### config.mk
export PLATFORM = sky130hd
export DESIGN_NAME = win_sprite_addr_gen
export DESIGN_NICKNAME = d
export VERILOG_FILES = /design/src/rtl/win_sprite_addr_gen.sv
export SDC_FILE = /design/constraint.sdc
export NUM_CORES = 1
export LEC_CHECK = 0
export ABC_CLOCK_PERIOD_IN_PS = 6800
export CORE_MARGIN = 2
export CORE_UTILIZATION = 59
export DETAILED_ROUTE_END_ITERATION = 8
export GPL_TIMING_DRIVEN = 1
export PLACE_DENSITY = 0.86
export REMOVE_ABC_BUFFERS = 1
export SYNTH_ARGS = -nofsm -noshare
export SYNTH_HDL_FRONTEND = slang
export SYNTH_SLANG_ARGS = --single-unit
### constraint.sdc
create_clock -name clk_i -period 6.8 [get_ports clk_i]
set_clock_uncertainty 0.1 [all_clocks]
set_input_delay 1.02 -clock clk_i [delete_from_list [all_inputs] [get_ports clk_i]]
set_output_delay 1.02 -clock clk_i [all_outputs]
set_load 0.01 [all_outputs]
### src/rtl/win_sprite_addr_gen.sv
// Window sprite address generator.
// Accepts one pixel per cycle and reports whether it falls inside the sprite
// at the position chosen by start_i. When it does, it also returns the sprite
// ROM address for that pixel. The result appears two cycles later.
// Optional build macro WIN_SPRITE_BLINK_EN adds a blink phase that toggles
// each time the animation frame index wraps to 0. While the phase is set, the
// sprite is hidden.
module win_sprite_addr_gen #(
    parameter int                       SPR_W           = 36,
    parameter int                       SPR_H           = 28,
    parameter int                       NUM_POS         = 4,
    parameter logic [NUM_POS*10-1:0]    POS_X           = {10'd576, 10'd30, 10'd576, 10'd31},
    parameter logic [NUM_POS*10-1:0]    POS_Y           = {10'd103, 10'd240, 10'd240, 10'd103},
    parameter int                       NUM_FRAMES      = 2,
    parameter int                       TICKS_PER_FRAME = 8,
    parameter int                       ADDR_W          = 17
) (
    input  logic              clk_i,
    input  logic              reset_i,
    input  logic [2:0]        start_i,
    input  logic [9:0]        x_i,
    input  logic [9:0]        y_i,
    input  logic              in_valid_i,
    input  logic              frame_tick_i,
    output logic [ADDR_W-1:0] mem_address_o,
    output logic              hit_o,
    output logic              out_valid_o
);

    localparam int FW       = (NUM_FRAMES > 1) ? $clog2(NUM_FRAMES) : 1;
    localparam int TW       = (TICKS_PER_FRAME > 1) ? $clog2(TICKS_PER_FRAME) : 1;
    localparam int FRAME_SZ = SPR_W * SPR_H;

    // animation counters
    logic [TW-1:0] tick_cnt_q, tick_cnt_d;
    logic [FW-1:0] frame_idx_q, frame_idx_d;
    logic          frame_wrap;

    // stage 1
    logic          s1_valid_q, s1_valid_d;
    logic          s1_match_q, s1_match_d;
    logic [9:0]    s1_xw_q, s1_xw_d;
    logic [9:0]    s1_yw_q, s1_yw_d;
    logic [FW-1:0] s1_frame_q, s1_frame_d;

    // stage 2
    logic              out_valid_q, out_valid_d;
    logic              hit_q, hit_d;
    logic [ADDR_W-1:0] addr_q, addr_d;

    // position lookup
    logic       pos_sel;
    logic [9:0] pos_x, pos_y;
    logic       in_x, in_y, match;
    logic       hidden;

`ifdef WIN_SPRITE_BLINK_EN
    logic blink_phase_q, blink_phase_d;

    // blink phase flips on every frame-index wrap
    always_comb begin
        blink_phase_d = blink_phase_q;
        if (frame_wrap) begin
            blink_phase_d = ~blink_phase_q;
        end
    end

    // blink phase register
    always_ff @(posedge clk_i) begin
        if (reset_i) begin
            blink_phase_q <= 1'b0;
        end else begin
            blink_phase_q <= blink_phase_d;
        end
    end

    assign hidden = blink_phase_q;
`else
    assign hidden = 1'b0;
`endif

    // tick counter and frame index advance on frame_tick
    always_comb begin
        tick_cnt_d  = tick_cnt_q;
        frame_idx_d = frame_idx_q;
        frame_wrap  = 1'b0;
        if (frame_tick_i) begin
            if (tick_cnt_q == TW'(TICKS_PER_FRAME - 1)) begin
                tick_cnt_d = '0;
                if (frame_idx_q == FW'(NUM_FRAMES - 1)) begin
                    frame_idx_d = '0;
                    frame_wrap  = 1'b1;
                end else begin
                    frame_idx_d = frame_idx_q + 1'b1;
                end
            end else begin
                tick_cnt_d = tick_cnt_q + 1'b1;
            end
        end
    end

    // decode start into a position and test the pixel against its box (11-bit, no wrap)
    always_comb begin
        pos_sel = 1'b0;
        pos_x   = '0;
        pos_y   = '0;
        for (int i = 0; i < NUM_POS; i++) begin
            if (int'(start_i) == i + 2) begin
                pos_sel = 1'b1;
                pos_x   = POS_X[i*10 +: 10];
                pos_y   = POS_Y[i*10 +: 10];
            end
        end
        in_x  = ({1'b0, x_i} >= {1'b0, pos_x}) &&
                ({1'b0, x_i} <  ({1'b0, pos_x} + 11'(SPR_W)));
        in_y  = ({1'b0, y_i} >= {1'b0, pos_y}) &&
                ({1'b0, y_i} <  ({1'b0, pos_y} + 11'(SPR_H)));
        match = pos_sel & in_x & in_y;
    end

    // stage 1 capture; the frame snapshot is the pre-update value
    always_comb begin
        s1_valid_d = in_valid_i;
        s1_match_d = in_valid_i & match & ~hidden;
        s1_xw_d    = '0;
        s1_yw_d    = '0;
        s1_frame_d = frame_idx_q;
        if (s1_match_d) begin
            s1_xw_d = x_i - pos_x;
            s1_yw_d = y_i - pos_y;
        end
    end

    // stage 2 address arithmetic; misses force a zero address
    always_comb begin
        out_valid_d = s1_valid_q;
        hit_d       = s1_valid_q & s1_match_q;
        addr_d      = '0;
        if (hit_d) begin
            addr_d = ADDR_W'(s1_frame_q) * ADDR_W'(FRAME_SZ) +
                     ADDR_W'(s1_yw_q)    * ADDR_W'(SPR_W) +
                     ADDR_W'(s1_xw_q);
        end
    end

    // pipeline and counter registers
    always_ff @(posedge clk_i) begin
        if (reset_i) begin
            tick_cnt_q  <= '0;
            frame_idx_q <= '0;
            s1_valid_q  <= 1'b0;
            s1_match_q  <= 1'b0;
            s1_xw_q     <= '0;
            s1_yw_q     <= '0;
            s1_frame_q  <= '0;
            out_valid_q <= 1'b0;
            hit_q       <= 1'b0;
            addr_q      <= '0;
        end else begin
            tick_cnt_q  <= tick_cnt_d;
            frame_idx_q <= frame_idx_d;
            s1_valid_q  <= s1_valid_d;
            s1_match_q  <= s1_match_d;
            s1_xw_q     <= s1_xw_d;
            s1_yw_q     <= s1_yw_d;
            s1_frame_q  <= s1_frame_d;
            out_valid_q <= out_valid_d;
            hit_q       <= hit_d;
            addr_q      <= addr_d;
        end
    end

    assign mem_address_o = addr_q;
    assign hit_o         = hit_q;
    assign out_valid_o   = out_valid_q;

endmodule

# == After elaboration in Yosys (flattened, before gate mapping) ==
# Index checks and enable logic that the tools add are counted.
# Widths: inputs -> output; s select.
# classes
add_sub_neg,8
mul,2
div_mod_pow,0
magnitude_cmp,4
n_eq_ne,5
shift,0
mux,14
n_bitwise,6
reduce_logical,5
# ops
operator,n
$mux 10,6
$lt 10x11->1,2
$ge 10x10->1,2
$sub 10x10->10,2
$add 11x16->17,1
$add 17x10->17,1
$eq 3x3->1 const B,5
$mul 10x4->14 const B,1
$add 10x5->11 const B,1
$add 10x6->11 const B,1
$mul 1x6->7 const B,1
$mux 7,1
$mux 1,5
$mux 5,1
$and 1x1->1,4
$reduce_or 2->1,2
$add 3x1->3 const B,1
$mux 3,1
$logic_and 1x1->1,2
$not 1->1,2
$reduce_and 2->1,1
$add 1x1->1 const B,1
# totals
reg_bits,46
latch_bits,0
mem_bits_rw,0
romBits,0
input_bits,27
out_inout_bits,19
wordCells,54
mem_count,0

# == Longest topological paths before layout ==
# Gate-level depths: netlist of run 1.
# depth
word_depth,13
depth_mapped,15
ltp_nobuf,15

# == Least setup slack after synthesis of run 1 ==
# No wires, ideal clock.
# synth_timing
path_type,flip-flop to flip-flop
startpoint,reg s1_yw_q[2]
endpoint,reg addr_q[15] (netlist: mem_address_o[15])
setup_time_ns,0.071
t_arrival_ns,3.379
required_time_ns,6.629
slack_ns,3.250
path_stages_with_launch,13
n_path_buf,0
period_less_slack_ns,3.550
path_cell_list,dfxtp_1 > ha_1 > ha_1 > a21o_1 > a21oi_1 > xnor2_1 > fa_1 > ha_1 > nand2_1 > o31ai_1 > nand4_1 > or4_1 > a21oi_1
# synth_via
elab_chain_len,3
# synth_lines
element,line_no,text
"start, declared",43,"logic [9:0] s1_yw_q, s1_yw_d;"
"start signal, assigned",165,s1_yw_q <= s1_yw_d;
$mul 10x4->14,141,ADDR_W'(s1_yw_q) * ADDR_W'(SPR_W) +
$add 11x16->17,140,addr_d = ADDR_W'(s1_frame_q) * ADDR_W'(FRAME_SZ) +
$add 17x10->17,141,
"end signal, assigned",169,addr_q <= addr_d;
"end, declared",49,"logic [ADDR_W-1:0] addr_q, addr_d;"
# No other way between the ends.
# A chain may end at the register's enable or synchronous reset.

# == Final worst setup path of run 1 ==
# layout_timing
startpoint,in start_i[1]
endpoint,reg s1_yw_q[8]
# layout_via
elab_chain_len,13
word_cells_on_any_way,30
cone_classes,3 x add/sub; 4 x order compare; 4 x eq/ne; 12 x mux; 4 x bitwise; 3 x reduce/logical
# layout_lines
element,line_no,text
"start, declared",20,"input logic [2:0] start_i,"
$eq 3x3->1,108,if (int'(start_i) == i + 2) begin
$mux 5,108,
$mux 10 (3 in a row),108,
$add 10x6->11,115,"({1'b0, x_i} < ({1'b0, pos_x} + 11'(SPR_W)));"
$lt 10x11->1,115,
$logic_and 1x1->1,114,"in_x = ({1'b0, x_i} >= {1'b0, pos_x}) &&"
$and 1x1->1 (2 in a row),118,match = pos_sel & in_x & in_y;
$and 1x1->1,124,s1_match_d = in_valid_i & match & ~hidden;
$not 1->1 (no line),n/a,
$reduce_or 2->1 (no line),n/a,
# Parallel ways exist; a longest one is shown, timed or not.

==> results by stage, run 1 <==
Pwr:
- For this design the total switching power over the nets is 0.160 mW.
- The combinational power share is 20.5%.
- The total leakage power is 1.73 nW.
- The register share of total power is 48.4%.
- The peak ir drop on the vdd network is 106 uV.
- The internal power summed over all cells is 0.402 mW.
- The overall power consumption is 0.562 mW.
- The switching part of the total is 28.4%.
- The proportion of power drawn by the clock network is 31.1%.
- Dividing total power by cell area gives a power density of 147 nW/um^2.

Synth:
- Among all flip-flop cells after synthesis, the most frequent one is sky130_fd_sc_hd__dfxtp_1.
- Summed over all instances, the cell type with the most area after synthesis is sky130_fd_sc_hd__dfxtp_1.
- Sorting the synthesized cells by area gives the leading types as sky130_fd_sc_hd__dfxtp_1 (29%), sky130_fd_sc_hd__ha_1 (19%), sky130_fd_sc_hd__fa_1 (6.3%), sky130_fd_sc_hd__xnor2_1 (4.4%), sky130_fd_sc_hd__nor2_1 (3.8%).
- Synthesis instantiated 51 different standard cells from the library.
- The portion of the post-synthesis area used by sequential elements is 28.8%.
- The synthesized-area fraction occupied by and/or/nand/nor cells is 16.0%.
- sky130_fd_sc_hd__ha_1 is the most common cell in the netlist.
- Ranked by instance count, the synthesized netlist is headed by sky130_fd_sc_hd__ha_1 (49), sky130_fd_sc_hd__dfxtp_1 (46), sky130_fd_sc_hd__nor2_1 (32).
- By area, the combinational part of the netlist is dominated by adder cells.
- The share of flip-flops with an asynchronous set or reset is 0%.
- After synthesis, the largest area contributor takes up 28.8% of total cell area.
- The average size of a mapped cell is 9.09 um^2.
- The mapped netlist covers 3200 um^2.
- The warning count from the yosys run is 0.
- After synthesis the netlist holds a flip-flop and latch count of 46.
- The post-synthesis compound-gate area fraction is 17.7%.
- The number of standard cells after synthesis is 352.
- The post-synthesis mux area share is 0.626%.
- The arithmetic-cell share of the synthesized area counting full adders, half adders and majority gates is 25.4%.
- After Yosys synthesis, XOR and XNOR cells account for 6.81% of the synthesized area.
- Counting flops with a built-in enable in the synthesized netlist gives 0.

Timing:
- Setup repair after global routing left no endpoint under its margin.
- In the finished design, the share of the clock period the worst path needs comes to 63.2%.
- The number of endpoints with negative hold slack in the final report came to 0.
- The highest attainable clock frequency is 0.233 GHz.
- For the final routed database, the setup TNS stands at 0 ns.
- After layout, the minimum clock period comes to 4.29 ns.
- The max-slew violation count was 0.
- For the pin with the worst max-slew slack, the measured transition is 0.740 ns.
- The final setup violation count is 0.
- The relative slew slack is 50.6%.

Routing:
- The remaining number of nets flagged by the antenna check after routing is 0.
- In the routed layout, each cell is associated on average with a via count of 5.52.
- The count of routing violations after the opening detailed-route iteration is 72.
- After detailed routing, the number of remaining DRC violations is 0.
- Summed over all layers, the routed wires come to 5.77 mm.
- Across all layers, the routed design uses 2,600 vias.
- Dividing the detail-routed wire length by the instance count gives 12.2 um.
- The pre-antenna-repair detailed-routing pass consisted of 4 iterations.

Clocking:
- The H-tree depth reported by CTS is 2.
- In this run, post-CTS repair resized a total of 0 instances.
- For the worst-skew pair, the clock arrives at the later sink with an insertion delay of 0.30 ns.
- The number of clock buffers added by TritonCTS is 5.
- The root buffer cell is sky130_fd_sc_hd__clkbuf_8.
- TritonCTS built the clock tree.
- Once the clock tree was built, the setup fixing pass inserted 0 buffers.
- The tree built by TritonCTS fans out to 46 sinks.
- After clock tree synthesis, the clock-pin slew on the worst setup and hold paths is 0.09 ns.
- Buffers inserted to repair hold after CTS numbered 0.
- The clock passes through at most 2 buffers.

Worst setup path:
- In this run the critical register-to-register path is launched from s1_yw_q[2].
- The critical path starts at start_i[1].
- The worst setup path is launched from an input port.
- The critical path is of the input port to flop type.
- STA puts the critical path data required time at 6.86 ns.
- The worst setup path is captured at a flop.
- Data arrives at the worst endpoint at 4.35 ns.
- The critical-path maximum fanout is 21.

Global route:
- For this run the aggregate overflow at the end of global routing stands at 0.
- The number of antenna violations at the first check in global routing is 0.
- Entering global routing, the biggest net connects 22 pins.
- The first-pass GRT wire length is 10.3 mm.
- For this run, the total global-route usage over all layers was measured as 20.6%.
- The via count of the first global-routing pass is 2,558.

Finish:
- The number of filler instances in the final layout is 372.
- The area overhead of the layout relative to synthesis is 19.2%.
- In the final layout, the share of cells above drive strength 1 is 3.74%.
- The final layout contains 486 nets.
- The number of inserted diodes is 0.
- Excluding fillers, the count of instances in the completed layout stands at 471.

Flow run:
- Across the run, the number of max-cap violations was 0.

Worst hold path:
- The min-delay analysis places its worst path in the category flop to flop.
- In this run the most critical hold path is launched from s1_xw_q[1].

Floorplan:
- The die width is 77.6 um.
- The region available for standard cell placement spans 5170 um^2.
- The floorplan has 26 rows.
- The die is 77.6 um tall.
- The count of pins on the block boundary is 46.
- The initial cell density of the core is 61.8%.
- The die covers 6030 um^2.

Placement:
- Routability-driven placement finished with a final weighted congestion of 0.917.
- The sum of net half-perimeters after detailed placement is 4.87 mm.
- Input and output buffers added on the ports amount to 45.
- After detailed placement, the design holds a cell count of 463.

Status:
- The run finished with clean final reports.
-- routing by layer --
metal / GRT usage [%] / routed length [um] / part of all wire (%)
met3: 3.60 / 231 / 4.0
met5: 0 / 0 / 0
met1: 24.2 / 2570 / 45
met4: 7.86 / 115 / 2.0
met2: 37.2 / 2850 / 49
-- worst paths after layout --
kind	endpoint	cells after the start	slack, ns
worst min register to register	mem_address_o[1]	1	0.37
worst max register to register	mem_address_o[15]	12	2.94
worst min-delay path	mem_address_o[1]	1	0.37
worst max-delay path	s1_yw_q[8]	11	2.51
-- worst max-delay path, stage by stage --
cell,delay (ns)
sky130_fd_sc_hd__clkdlybuf4s50_1,0.58
sky130_fd_sc_hd__nor3b_1,0.42
sky130_fd_sc_hd__nor2_1,0.14
sky130_fd_sc_hd__inv_1,0.19
sky130_fd_sc_hd__ha_1,0.23
sky130_fd_sc_hd__fa_1,0.23
sky130_fd_sc_hd__a21boi_0,0.18
sky130_fd_sc_hd__o21ai_0,0.09
sky130_fd_sc_hd__a2111oi_0,0.45
sky130_fd_sc_hd__a221o_1,0.72
sky130_fd_sc_hd__nor3_1,0.12
-- power by group through the flow --
stage	Combinational, mW	Sequential (mW)	Clock [mW]
floorplan	0.0751	0.278	0
global placement	0.112	0.278	0
detailed placement	0.114	0.278	0
CTS	0.114	0.272	0.181
global route	0.128	0.272	0.192
finish	0.115	0.272	0.175
-- area by class of cell --
class / instances / area (um^2) / share of cell area, %
multi-input cells: 270 / 2130 / 55.9
repair buffers: 46 / 458 / 12.0
clock buffers: 5 / 68.8 / 1.80
flip-flops and latches: 46 / 921 / 24.1
clock inverters: 3 / 28.8 / 0.755
well taps: 70 / 87.6 / 2.30
inverters: 31 / 116 / 3.05
-- registers in the layout, indices dropped and copies added (netlist names) --
register / count
mem_address_o: 17
s1_xw_q: 10
s1_yw_q: 10
tick_cnt_q: 3
frame_idx_q: 1
hit_o: 1
out_valid_d: 1
out_valid_o: 1
s1_frame_q: 1
s1_match_q: 1
-- cells by family (layout without fill, tap and decap cells) --
logic type / count (synthesis) / after routing
and+or+nand+nor: 101 / 101
AOI/OAI and AO/OA: 83 / 83
adders and majority gates: 59 / 59
DFF: 46 / 46
buffers and inverters: 36 / 85
xor gates and xnor gates: 24 / 24
muxes: 2 / 2
other: 1 / 1
-- through the flow --
stage | setup WS (ns) | hold WS [ns] | area (um^2) | utilization, %
after floorplan | 3.24 | 0.337 | 3170 | -
after detailed placement | 2.17 | 0.351 | 3720 | 71.8
final | 2.51 | 0.373 | 3810 | 73.7
after global routing | 2.15 | 0.399 | 3810 | 73.7
after CTS | 2.50 | 0.374 | 3810 | 73.7
after global placement | 2.35 | 0.354 | 3720 | 71.8
-- layout by cell type (no fill, tap or decap), types with 6 or more instances in the layout --
cell type | netlist | final
sky130_fd_sc_hd__a211oi_1 | 9 | 9
sky130_fd_sc_hd__a21o_1 | 10 | 10
sky130_fd_sc_hd__a21oi_1 | 20 | 20
sky130_fd_sc_hd__clkdlybuf4s50_1 | 0 | 45
sky130_fd_sc_hd__dfxtp_1 | 46 | 46
sky130_fd_sc_hd__fa_1 | 10 | 10
sky130_fd_sc_hd__ha_1 | 49 | 49
sky130_fd_sc_hd__inv_1 | 30 | 30
sky130_fd_sc_hd__nand2_1 | 13 | 13
sky130_fd_sc_hd__nand2b_1 | 6 | 6
sky130_fd_sc_hd__nand3_1 | 7 | 7
sky130_fd_sc_hd__nor2_1 | 32 | 32
sky130_fd_sc_hd__nor2b_1 | 7 | 7
sky130_fd_sc_hd__nor3_1 | 17 | 17
sky130_fd_sc_hd__o21a_1 | 7 | 7
sky130_fd_sc_hd__o21ai_0 | 13 | 13
sky130_fd_sc_hd__xnor2_1 | 16 | 16
sky130_fd_sc_hd__xor2_1 | 7 | 7
(Power assumes the default switching activity.)
==> run 2, diff against run 1 <==
--- a/config.mk
+++ b/config.mk
@@ -5,12 +5,12 @@
 export SDC_FILE = /design/constraint.sdc
 export NUM_CORES = 1
 export LEC_CHECK = 0
-export ABC_CLOCK_PERIOD_IN_PS = 6800
+export ABC_CLOCK_PERIOD_IN_PS = 3600
 export CORE_MARGIN = 2
-export CORE_UTILIZATION = 59
+export CORE_UTILIZATION = 50
 export DETAILED_ROUTE_END_ITERATION = 8
 export GPL_TIMING_DRIVEN = 1
-export PLACE_DENSITY = 0.86
+export PLACE_DENSITY = 0.77
 export REMOVE_ABC_BUFFERS = 1
 export SYNTH_ARGS = -nofsm -noshare
 export SYNTH_HDL_FRONTEND = slang
==> constraint.sdc (replaced) <==
create_clock -name clk_i -period 3.6 [get_ports clk_i]
set_clock_uncertainty 0.1 [all_clocks]
set_input_delay 0.54 -clock clk_i [delete_from_list [all_inputs] [get_ports clk_i]]
set_output_delay 0.54 -clock clk_i [all_outputs]
set_load 0.01 [all_outputs]
==> run 2 against run 1 <==
  * Non-clock buffer count grew 18
  * Via count grew 3.3%
  * Largest cell class unchanged
  * Sequential cell count is the same
  * Sequential share of layout area shrank 1.6 points
==> results by stage, run 2 (synthesis gave the netlist of run 1 again) <==
Timing:
- The final setup violation count was 0 (unchanged).
- The number of endpoints with negative hold slack in the final report was 0 (unchanged).
- The max-slew violation count was 0 (unchanged).
- In the finished design, the share of the clock period the worst path needs comes to 98.7%.
- The highest attainable clock frequency is 0.281 GHz.
- Setup repair after global routing could not meet its margin everywhere.
- Counting I/O delays and the setup requirement, the final critical path takes 3.55 ns.

Clocking:
- The number of CTS-inserted buffers came to 5 (unchanged).
- The clock sink count was 46 (unchanged).
- The H-tree depth reported by CTS is 2 (unchanged).
- The largest buffer count on any clock path is 2 (unchanged).
- The TritonCTS clock tree is done.
- The cts-stage hold buffer count is 0 (unchanged).
- The root buffer cell is sky130_fd_sc_hd__clkbuf_8.
- The clock latency reported for the late side of the worst-skew pair is 0.30 ns (about the same).
- The clock transition time at the flip-flop clock pins of the worst setup and hold paths was 0.09 ns (about the same).

Floorplan:
- The floorplan die area is 7050 um^2 (+17%).
- The initial cell density of the core came to 50.9% (-11 points).
- The area of the placeable core is 6280 um^2 (+21%).
- The number of rows created at floorplan is 29 (+12%).
- The die width came to 84.0 um (+8.2%).
- The vertical die dimension is 84.0 um (+8.2%).
- The count of pins on the block boundary was 46 (unchanged).

Pwr:
- The internal power summed over all cells is 0.838 mW (+110%).
- The total leakage power came to 1.82 nW (+5.4%).
- The switching part of the total is 25.7% (-2.7 points).
- The overall power consumption is 1.13 mW (+100%).
- The proportion of power drawn by the clock network came to 33.5% (+2.4 points).
- The combinational power share is 21.0% (+0.5 points).
- The peak ir drop on the vdd network was 186 uV (+76%).
- The register share of total power is 45.5% (-2.9 points).
- The net switching power of the design is 0.291 mW (+82%).
- The power density of the placed cells came to 276 nW/um^2 (+87%).

Worst setup path:
- The kind of start point of the critical path is a flop.
- The destination of the worst register-to-register timing path is mem_address_o[15].
- The critical path required time is 3.72 ns (-3.14 ns).
- The category of the worst setup path capture point is a flop.
- The arrival time of the worst setup path came to 3.68 ns (-0.67 ns).
- The cell count of the worst reg-to-reg path is 12 (unchanged).
- The critical path is of the flop to flop type.
- The register-to-register setup slack is 0.05 ns (-2.89 ns).
- The critical-path maximum fanout is 4 (-81%).
- In this run the critical register-to-register path is launched from s1_yw_q[4].

Worst hold path:
- The instance count along the most critical hold path is 1 (unchanged).
- The worst min-delay path class is flop to flop.
- The worst hold path terminates at mem_address_o[1].
- The origin of the worst min-delay path is s1_xw_q[1].

Finish:
- In the layout the commonest cells are sky130_fd_sc_hd__clkdlybuf4s50_1 (45), sky130_fd_sc_hd__ha_1 (43), sky130_fd_sc_hd__dfxtp_1 (43), sky130_fd_sc_hd__nor2_1 (32), sky130_fd_sc_hd__inv_1 (29).
- The area overhead of the layout relative to synthesis is 28.0%.
- The number of inserted diodes is 0 (unchanged).
- The number of nets in the final layout is 504 (+3.7%).
- The most common cell after layout, fill and taps aside is sky130_fd_sc_hd__clkdlybuf4s50_1.
- The share of cells above drive strength 1 is 11.9% (+8.2 points).
- The number of filler instances in the final layout came to 535 (+44%).
- The final design area excluding fillers is 4090 um^2 (+7.3%).
- The number of flip-flops in the largest register is 17 (unchanged).

Placement:
- The final weighted congestion in routability-driven placement is 0.820 (-11%).
- The total placed instance area was 3860 um^2 (+4.0%).
- The sum of net half-perimeters after detailed placement is 5.34 mm (+9.5%).
- The number of buffers inserted by port buffering is 45 (unchanged).

Global route:
- The total routing usage reported by global routing came to 18.5% (-2.2 points).
- The aggregate global routing overflow is 0 (unchanged).
- The via count of the first global-routing pass is 2,614 (+2.2%).
- The first-pass GRT wire length came to 10.8 mm (+5.1%).
- The number of antenna violations at the first check in global routing is 0 (unchanged).
- The largest net degree at the start of global routing came to 22 (unchanged).

Status:
- The flow ran to the end, and the final reports show no timing, DRC or antenna violations.

Routing:
- The count of routing violations after the opening detailed-route iteration is 90 (+25%).
- The average vias per placed instance is 5.42 (-1.9%).
- The number of detailed-routing iterations run before antenna repair is 4 (unchanged).
- The remaining number of nets flagged by the antenna check after routing is 0 (unchanged).
- The via count was 2,687 (+3.3%).
- The post-detailed-route wirelength per cell came to 13.2 um (+7.6%).
- The total routed wirelength is 6.54 mm (+13%).
- The number of design rule violations left after detail routing was 0 (unchanged).

Flow run:
- The number of maximum-capacitance violations is 0 (unchanged).
## run 2: cell count changes in the layout (fill, tap and decap cells not counted), moves of 3 or more
cell and delta:
sky130_fd_sc_hd__ha_1 -6, sky130_fd_sc_hd__ha_4 +5, sky130_fd_sc_hd__dfxtp_2 +3, sky130_fd_sc_hd__dfxtp_1 -3, sky130_fd_sc_hd__buf_4 +17
## run 2: power by group through the flow
stage,clock (mW),combinational (mW),sequential [mW]
4_1_cts,0.383,0.237,0.514
5_1_grt,0.406,0.264,0.514
3_3_place_gp,0,0.231,0.525
2_1_floorplan,0,0.142,0.526
6_report,0.379,0.237,0.513
3_5_place_dp,0,0.235,0.526
## run 2: routing by layer
metal / GRT usage [%] / wire, um / up-vias
li1: - / - / 1379
met1: 19.2 / 2810 / 1239
met4: 6.45 / 119 / 0
met3: 2.97 / 178 / 12
met2: 36.8 / 3430 / 57
met5: 0 / 0 / -
## run 2: worst max-delay path, stage by stage (launching register included)
cell                      delay [ns]
sky130_fd_sc_hd__dfxtp_1        0.33
sky130_fd_sc_hd__ha_1           0.28
sky130_fd_sc_hd__ha_2           0.20
sky130_fd_sc_hd__inv_1          0.07
sky130_fd_sc_hd__fa_2           0.37
sky130_fd_sc_hd__xnor2_2        0.15
sky130_fd_sc_hd__fa_1           0.49
sky130_fd_sc_hd__ha_4           0.32
sky130_fd_sc_hd__nand2_1        0.11
sky130_fd_sc_hd__o31ai_4        0.31
sky130_fd_sc_hd__nand4_1        0.15
sky130_fd_sc_hd__or4_1          0.48
sky130_fd_sc_hd__a21oi_1        0.13
## run 2: worst max path at each step
stage | start | endpoint | slack [ns] | cells after the start
2_1_floorplan | s1_yw_q[2] | mem_address_o[15] | 0.05 | 12
3_3_place_gp | s1_yw_q[2] | mem_address_o[14] | 0.04 | 13
3_5_place_dp | s1_yw_q[2] | mem_address_o[15] | -0.04 | 12
4_1_cts | s1_yw_q[5] | mem_address_o[15] | -0.0007 | 13
5_1_grt | s1_yw_q[4] | mem_address_o[15] | -0.05 | 12
6_report | s1_yw_q[4] | mem_address_o[15] | 0.05 | 12
## run 2: what timing repair did
item | 4_1_cts | 5_1_grt
setup buffers | 0 | 1
endpoints found under the setup margin | 3 | 4
pin swaps | 4 | 7
gates resized for setup | 6 | 14
## run 2: final cells by class
| class | count | area [um^2] | area share, % |
|---|---|---|---|
| Multi-Input combinational cell | 270 | 2240 | 54.7 |
| Sequential cell | 46 | 925 | 22.6 |
| Timing Repair Buffer | 64 | 606 | 14.8 |
| Inverter | 31 | 116 | 2.84 |
| Tap cell | 77 | 96.3 | 2.35 |
| Clock buffer | 5 | 68.8 | 1.68 |
| Clock inverter | 3 | 43.8 | 1.07 |
## run 2: stage by stage
| step | hold slack (ns) | utilization, % | setup slack, ns | TNS, ns | std cells |
|---|---|---|---|---|---|
| final | 0.377 | 65.2 | 0.0453 | 0 | 496 |
| after global routing | 0.400 | 65.2 | -0.0462 | -0.0634 | 496 |
| after CTS | 0.374 | 63.9 | -0.000709 | -0.000709 | 495 |
| after detailed placement | 0.353 | 61.6 | -0.0436 | -0.0778 | 487 |
| after global placement | 0.358 | 61.6 | 0.0417 | 0 | 487 |
| after floorplan | 0.337 | - | 0.0473 | 0 | 347 |
==> run 3, diff against run 2 <==
--- a/config.mk
+++ b/config.mk
@@ -9,8 +9,9 @@
 export CORE_MARGIN = 2
 export CORE_UTILIZATION = 50
 export DETAILED_ROUTE_END_ITERATION = 8
+export GPL_ROUTABILITY_DRIVEN = 0
 export GPL_TIMING_DRIVEN = 1
-export PLACE_DENSITY = 0.77
+export PLACE_DENSITY = 0.85
 export REMOVE_ABC_BUFFERS = 1
 export SYNTH_ARGS = -nofsm -noshare
 export SYNTH_HDL_FRONTEND = slang
==> run 3 against run 2 <==
  * Sequential power is essentially flat
  * Critical path type unchanged
  * Sequential cell count unchanged
  * First-iteration DRC count up 5.6%
  * Cell count increased by 0.40%
  * Critical path depth grew 1
  * Hold slack lost 0.011 ns
  * Critical endpoint unchanged
  * Register-to-register slack worse by 0.02 ns
  * Clock-buffer cell count unchanged
  * Die area stayed put
  * Final area increased by 0.83%
  * Core utilization is 0.54 points higher
==> results by stage, run 3 (synthesis gave the netlist of run 1 again) <==
Status:
- The run finished with clean final reports.

Worst setup path:
- The master of the slowest instance on the critical path is sky130_fd_sc_hd__or4_4.
- The path length in cells of the critical path was 13 (+1).
- STA classifies the critical path startpoint as a flop.
- The total buffers and inverters traversed by the critical path is 1 (unchanged).
- The critical path goes through ha_4 -> ha_4 -> inv_1 -> fa_2 -> xnor2_2 -> fa_2 -> ha_4 -> a21oi_1 -> o21a_1 -> o31ai_4 -> nand4_1 -> or4_4 -> a21oi_2.
- The worst register-to-register path begins at s1_yw_q[1].
- The arrival time of the worst setup path is 3.72 ns (+0.04 ns).
- STA classifies the critical path endpoint as a flop.
- The cell type group with the largest total delay on the critical path is adder cells.
- The critical path launch point is s1_yw_q[1].
- The most frequent cell on the critical path is sky130_fd_sc_hd__ha_4.
- The endpoint of the worst setup timing path is mem_address_o[15].
- The critical path required time is 3.74 ns (+0.02 ns).
- The critical-path maximum fanout was 4 (unchanged).
- The cell count of the worst reg-to-reg path is 13 (+1).
- The delay of the slowest critical-path stage is 0.51 ns (+0.02 ns).
- The critical path class is flop to flop.
- The destination of the worst register-to-register timing path is mem_address_o[15].
- The register-to-register setup slack was 0.02 ns (-0.02 ns).

Placement:
- The total placed instance area is 3870 um^2 (about the same).
- The sum of net half-perimeters after detailed placement is 5.34 mm (about the same).
- The number of buffers inserted by port buffering was 45 (unchanged).

Finish:
- The share of cells above drive strength 1 is 14.0% (+2.1 points).
- The final design area excluding fillers is 4130 um^2 (+0.83%).
- The number of filler instances in the final layout was 494 (-7.7%).
- The final core utilization is 65.7% (+0.54 points).
- The library cell used most frequently in the layout, excluding fill and tap cells, is sky130_fd_sc_hd__clkdlybuf4s50_1.
- The area overhead of the layout relative to synthesis is 29.0%.
- The top cell types in the final layout, fill and taps aside, are sky130_fd_sc_hd__clkdlybuf4s50_1 (45), sky130_fd_sc_hd__dfxtp_1 (42), sky130_fd_sc_hd__ha_1 (40), sky130_fd_sc_hd__nor2_1 (32), sky130_fd_sc_hd__inv_1 (30).
- The number of flip-flops in the largest register came to 17 (unchanged).
- The number of inserted diodes came to 0 (unchanged).
- The number of nets in the final layout is 506 (+0.40%).

Timing:
- The highest attainable clock frequency came to 0.280 GHz (-0.58%).
- The portion of the clock cycle consumed by the worst path in the final layout is 99.3% (+0.58 points).
- The shortest period the worst path allows is 3.58 ns (+0.0209 ns).
- The minimum hold slack is 0.366 ns (-0.0114 ns).
- The max-slew violation count is 0 (unchanged).
- The number of endpoints with negative hold slack in the final report was 0 (unchanged).
- The final setup violation count is 0 (unchanged).

Floorplan:
- The area of the placeable core is 6280 um^2 (unchanged).
- The number of rows created at floorplan is 29 (unchanged).
- The floorplan die area is 7050 um^2 (unchanged).
- The count of pins on the block boundary is 46 (unchanged).
- The die width is 84.0 um (unchanged).
- The initial cell density of the core is 50.9% (unchanged).
- The vertical die dimension is 84.0 um (unchanged).

Routing:
- The remaining number of nets flagged by the antenna check after routing is 0 (unchanged).
- The count of routing violations after the opening detailed-route iteration is 95 (+5.6%).
- The total routed wirelength is 7.13 mm (+9.1%).
- The via count is 2,801 (+4.2%).
- The post-detailed-route wirelength per cell came to 14.3 um (+8.7%).
- The number of detailed-routing iterations run before antenna repair is 4 (unchanged).
- The average vias per placed instance is 5.62 (+3.8%).
- The number of design rule violations left after detail routing is 0 (unchanged).

Clocking:
- The number of CTS-inserted buffers was 5 (unchanged).
- The TritonCTS clock tree is done.
- In this run the clock root is driven by a sky130_fd_sc_hd__clkbuf_8.
- The clock transition time at the flip-flop clock pins of the worst setup and hold paths is 0.09 ns (about the same).
- The H-tree depth reported by CTS is 2 (unchanged).
- The clock sink count is 46 (unchanged).
- The largest buffer count on any clock path is 2 (unchanged).
- The clock latency reported for the late side of the worst-skew pair is 0.30 ns (about the same).

Pwr:
- The total leakage power came to 1.82 nW (about the same).
- The power density of the placed cells is 262 nW/um^2 (-5.2%).
- The peak ir drop on the vdd network came to 216 uV (+16%).

Worst hold path:
- The worst min-delay path class is flop to flop.

Global route:
- The total routing usage reported by global routing came to 19.0% (+0.53 points).
- The first-pass GRT wire length came to 11.3 mm (+4.5%).
- The number of antenna violations at the first check in global routing was 0 (unchanged).
- The largest net degree at the start of global routing is 20 (-9.1%).
- The via count of the first global-routing pass is 2,733 (+4.6%).
- The aggregate global routing overflow was 0 (unchanged).

Flow run:
- The number of maximum-capacitance violations is 0 (unchanged).
[run 3: cell count changes in the layout (fill, tap and decap cells not counted), sizes merged]
cell and delta:
bufinv -1, inv +1, buf +2
[run 3: how the worst min path moves through the flow]
stage,startpoint,to,slack (ns),cells after the start
after global placement,s1_xw_q[1],mem_address_o[1],0.36,1
after detailed placement,s1_xw_q[1],mem_address_o[1],0.35,1
after global routing,s1_xw_q[1],mem_address_o[1],0.38,1
after floorplan,s1_xw_q[0],mem_address_o[0],0.34,1
final,s1_xw_q[1],mem_address_o[1],0.37,1
after CTS,s1_xw_q[1],mem_address_o[1],0.37,1
[run 3: final cells by class]
class	count	area [um^2]	share of cell area (%)
sequential	46	926	22.4
multi-input combinational	270	2280	55.3
clock inverter	3	28.8	0.697
inverter	31	116	2.82
tap	77	96.3	2.33
clock buffer	5	68.8	1.67
timing repair buffer	66	608	14.7
[run 3: power breakdown]
part	total (mW)	internal, mW	switching [mW]
sequential	0.513	0.512	0.00162
clock	0.329	0.145	0.184
combinational	0.237	0.116	0.121
total	1.08	0.773	0.306
[run 3: stage by stage]
| stage | setup slack [ns] | instances | TNS [ns] | power, mW |
|---|---|---|---|---|
| floorplan | 0.0473 | 347 | 0 | 0.668 |
| global placement | 0.0449 | 489 | 0 | 0.750 |
| detailed placement | -0.0918 | 489 | -0.237 | 0.758 |
| CTS | 0.0223 | 498 | 0 | 1.08 |
| global route | -0.0730 | 498 | -0.0872 | 1.14 |
| finish | 0.0244 | 498 | 0 | 1.08 |
[run 3: layer usage]
| metal | global-route usage, % | vias to the layer above | wire, um |
|---|---|---|---|
| li1 | - | 1380 | - |
| met5 | 0 | - | 0 |
| met2 | 37.7 | 96 | 3830 |
| met3 | 2.77 | 18 | 279 |
| met1 | 20.7 | 1307 | 2870 |
| met4 | 4.99 | 0 | 155 |
[run 3: what timing repair did]
item / CTS / global route
resized for setup: 7 / 21
endpoints found under the setup margin: 3 / 4
hold buffers: 0 / 0
buffers inserted: 1 / 0
pin swaps: 2 / 10
